[src/rtl/divider_unit.sv]
// Multi-cycle unsigned restoring divider (DIVU) for the HI/LO datapath.
// One quotient bit per clock; result is {remainder, quotient}, WIDTH cycles after launch.
module divider_unit #(
   parameter int unsigned WIDTH = 32,
   parameter logic [5:0]  DIVU  = 6'b011011
) (
   input  logic               clk,
   input  logic               reset,
   input  logic [5:0]         Signal,
   input  logic [WIDTH-1:0]   dataA,
   input  logic [WIDTH-1:0]   dataB,
   output logic [2*WIDTH-1:0] dataOut,
   output logic               busy,
   output logic               done,
   output logic               div_by_zero
);

   localparam int unsigned   CW   = $clog2(WIDTH);
   localparam logic [CW-1:0] LAST = CW'(WIDTH - 1);

   typedef enum logic [1:0] {S_IDLE, S_RUN, S_DONE} state_t;

   state_t               r_state, w_state_nxt;
   logic [5:0]           r_sig_q;
   logic [WIDTH-1:0]     r_div;
   logic [WIDTH-1:0]     r_rem;
   logic [WIDTH-1:0]     r_quo;
   logic [CW-1:0]        r_count;
   logic                 r_dz;
   logic [2*WIDTH-1:0]   r_data_out;
   logic                 r_busy;
   logic                 r_done;
   logic                 r_dz_out;

   logic                 w_launch;
   logic [WIDTH:0]       w_trial;
   logic                 w_ge;
   logic [WIDTH-1:0]     w_rem_nxt;
   logic [WIDTH-1:0]     w_quo_nxt;

   assign w_launch = (Signal == DIVU) && (r_sig_q != DIVU);

   // The partial remainder is always below D after a step, so WIDTH bits hold it;
   // the extra bit needed for the trial subtraction exists only in w_trial.
   assign w_trial   = {r_rem, r_quo[WIDTH-1]};
   assign w_ge      = (w_trial >= {1'b0, r_div});
   assign w_rem_nxt = w_ge ? WIDTH'(w_trial - {1'b0, r_div}) : w_trial[WIDTH-1:0];
   assign w_quo_nxt = {r_quo[WIDTH-2:0], w_ge};

   always_comb begin
      w_state_nxt = r_state;
      case (r_state)
         S_IDLE:  w_state_nxt = w_launch ? S_RUN : S_IDLE;
         S_RUN:   w_state_nxt = (r_count == LAST) ? S_DONE : S_RUN;
         S_DONE:  w_state_nxt = w_launch ? S_RUN : S_IDLE;
         default: w_state_nxt = S_IDLE;
      endcase
   end

   always_ff @(posedge clk) begin
      if (reset) r_state <= S_IDLE;
      else       r_state <= w_state_nxt;
   end

   always_ff @(posedge clk) begin
      if (reset) begin
         r_sig_q    <= '0;
         r_div      <= '0;
         r_rem      <= '0;
         r_quo      <= '0;
         r_count    <= '0;
         r_dz       <= 1'b0;
         r_data_out <= '0;
         r_busy     <= 1'b0;
         r_done     <= 1'b0;
         r_dz_out   <= 1'b0;
      end else begin
         r_sig_q <= Signal;
         r_busy  <= (w_state_nxt == S_RUN);
         r_done  <= (w_state_nxt == S_DONE);
         if (r_state != S_RUN) begin
            if (w_launch) begin
               r_div   <= dataB;
               r_quo   <= dataA;
               r_rem   <= '0;
               r_count <= '0;
               r_dz    <= (dataB == '0);
            end
         end else begin
            r_rem   <= w_rem_nxt;
            r_quo   <= w_quo_nxt;
            r_count <= r_count + CW'(1);
            if (r_count == LAST) begin
               r_data_out <= {w_rem_nxt, w_quo_nxt};
               r_dz_out   <= r_dz;
            end
         end
      end
   end

   assign dataOut     = r_data_out;
   assign busy        = r_busy;
   assign done        = r_done;
   assign div_by_zero = r_dz_out;

endmodule

[config.mk]
export PLATFORM = sky130hd
export DESIGN_NAME = divider_unit
export DESIGN_NICKNAME = d
export VERILOG_FILES = /design/src/rtl/divider_unit.sv
export SDC_FILE = /design/constraint.sdc
export NUM_CORES = 1
export LEC_CHECK = 0
export CELL_PAD_IN_SITES_DETAIL_PLACEMENT = 1
export CELL_PAD_IN_SITES_GLOBAL_PLACEMENT = 1
export CORE_AREA = 10 10 127 216
export DETAILED_ROUTE_END_ITERATION = 10
export DIE_AREA = 0 0 137 226
export MAX_ROUTING_LAYER = met4
export PLACE_DENSITY_LB_ADDON = 0.1
export SYNTH_ARGS = -nofsm -noshare
export SYNTH_HDL_FRONTEND = slang
export SYNTH_SLANG_ARGS = --single-unit
[constraint.sdc]
create_clock -name clk -period 2.6 [get_ports clk]
set_input_delay 0.26 -clock clk [delete_from_list [all_inputs] [get_ports clk]]
set_output_delay 0.26 -clock clk [all_outputs]
set_load 0.02 [all_outputs]
==> results.toml <==
[setup_path]
path_cells = "ha_4, a21o_1, buf_4, buf_4, a221oi_4, o21ai_2, nand4_1, nand2_1, a21oi_2, buf_6, xnor2_1, mux2i_4, a211oi_2"
endpoint_kind = "flip-flop"
cp_slowest_cell = "dfxtp_2"
start_kind = "flip-flop"
crit_top_cell = "buf_4"
cp_max_fo = 3
cp.arrival_ns = 3.06
max_stage_delay_ns = 0.34
r2r_cells = 13
critPathKind = "flip-flop to flip-flop"
cp.required_ns = 2.97

[cts]
cts-root-buf = "clkbuf_16"
ctsHoldBuffers = 0
cts_tree = "built"
cts_made_buffers = 17
clock_latency_ns = 0.47
ctsHtreeMaxLevel = 4
cts_num_sinks = 177
cts_max_path_buffers = 2
clkTransAtPathRegs_ns = 0.08

[sta]
post-route-period-util = 1.03
whs_ns = 0.199
hold_viol_final = 0
tightestPinTransition_ns = 0.745
max_freq_ghz = 0.373
layout_setup_ws_ns = -0.0821
finClkSkew_ns = 0.0173
tns_ns = -0.696
rsz0062_at_grt = "true"
min_period_ns = 2.68
drv_slew = 0
relSlewSlack = 0.498
setup_viol = 28

[place]
place_congestion = 0.854
place_inst = 1554
placement.io_buffers = 138
post-dp-hpwl_mm = 22.1

[detailed_routing]
ant_nets = 0
vias = 8380
drc = 0
wire_per_inst_um = 19.3
finalWirelength_mm = 30.9
drt-vias-per-instance = 5.23
dr.first_iter.drc_count = 330
firstDrtPassIters = 4

[global_route]
grt_max_degree = 58
grt_pass1_wl_mm = 47.4
antenna_found_initial = 0
overflow = 0
grt_pass1_vias = 8996
track_usage = 0.201

[synth]
ys_seq_elements = 177
yosysSeqAreaShare = 0.418
async_reset_ff_frac = 0
synth_warnings = 0
postSynthAreaPerCell_um2 = 8.10
syn_area_um2 = 8470
ys_types = 55
synth-edff-count = 0
syn_inst = 1046
synth.net_count = 1153
synth_top_flop_cell = "dfxtp_1"

[power]
leakagePower_nw = 4.88
irDropWorstVdd_v = 0.000516
power_mw = 6.73
cellPowerDensity_nw_per_um2 = 530

[die]
coreArea_um2 = 23800
die_y_um = 226
dieArea_um2 = 31000
pin_count = 139
row_count = 75
start_util = 0.355
die_w_um = 137

[run_status]
status = "finished with violations"
violations = "negative setup slack"

[cells_and_area]
diodes = 0
drive_above_1_share = 0.244
syn_to_final_growth_pct = 49.9
final_util = 0.532
nNetsFinal = 1388
stdcell_count = 1602

[flow_run]
cap_viol_max_count = 0

[hold_path]
hp-class = "primary input to flip-flop"
hold-path-cell-count = 2
## flip-flops by register name, indices dropped and copies added (netlist names), 2 cells and up
name / cells
dataOut: 64
r_div: 32
r_quo: 32
r_rem: 32
r_sig_q: 6
r_count: 5
r_state: 2
## what timing repair did
item / 4_1_cts / 5_1_grt
setup buffers: 7 / 9
endpoints found under the setup margin: 65 / 65
gates resized for setup: 89 / 121
pin swaps: 34 / 59
hold endpoints to repair: 0 / 0
cloned: 0 / 1
## metal layers
layer / up-vias / GRT usage / wire, um / share of wire
met5: - / - / 0 / 0
met4: 0 / 0.0802 / 930 / 0.030
met3: 49 / 0.0438 / 1190 / 0.038
met2: 132 / 0.373 / 17400 / 0.56
met1: 4114 / 0.196 / 11500 / 0.37
li1: 4085 / - / - / -
## report_power, final
group	switching, mW	internal [mW]
logic	0.559	0.586
registers	0.0149	2.73
clock network	1.21	1.62
total	1.79	4.94
## cell type report
type,instances,area [um^2]
clock inverter,15,208
multi-input combinational,762,5330
fill,2796,11100
inverter,42,158
timing repair buffer,281,2630
tap,308,385
sequential,177,3560
clock buffer,17,425
## placed cells by master (no fill, tap or decap), types with 11 or more instances in the layout
cell type,instances
inv_1,34
clkdlybuf4s50_1,137
buf_4,122
ha_4,17
nand2_1,198
buf_6,11
a211oi_1,36
dfxtp_2,12
o21ai_0,28
ha_1,15
xnor2_1,11
a21oi_2,12
mux2i_1,35
o21ai_1,24
nor2_1,79
dfxtp_1,165
clkbuf_16,18
a21oi_1,106
a211oi_2,15
a21o_1,16
xor2_1,13
## worst paths after layout
check / startpoint / end / slack, ns
worst max-delay path: r_rem[3] / dataOut[54] / -0.08
worst min-delay path: reset / dataOut[60] / 0.20
worst max register to register: r_rem[3] / dataOut[54] / -0.08
worst min register to register: dataOut[1] / dataOut[1] / 0.46
## worst max-delay path, delay by kind of cell (launching register included)
family | cells | cell delay [ns]
AOI/OAI and AO/OA | 5 | 1.01
buffers and inverters | 3 | 0.41
DFF | 1 | 0.34
and+or+nand+nor | 2 | 0.29
adders and majority gates | 1 | 0.24
xor gates and xnor gates | 1 | 0.17
muxes | 1 | 0.12
## through the flow
stage | cell area [um^2] | worst slack [ns]
final | 12700 | -0.0821
after global routing | 12700 | -0.242
after CTS | 12100 | -0.0698
after detailed placement | 11000 | -0.251
after global placement | 11000 | -0.216
after floorplan | 8490 | -0.0314
## Yosys cell counts, drive strengths merged, types with 10 or more instances
master	instances	area share
o21ai	70	0.042
buf	15	0.011
and3	10	0.0074
nor2	81	0.036
a211oi	52	0.048
mux2i	49	0.058
ha	34	0.050
nand2	211	0.094
clkbuf	50	0.022
inv	42	0.019
xor2	13	0.013
a21o	16	0.014
xnor2	13	0.013
a21oi	119	0.070
dfxtp	177	0.42
## cells by family after synthesis
kind of cell    share of synthesized area
simple gates                        0.176
compound gates                      0.215
flops                               0.418
buf+inv                            0.0521
mux                                0.0597
fa+ha+maj                          0.0526
xor+xnor                           0.0269
Power figures use the tool's default switching activity.
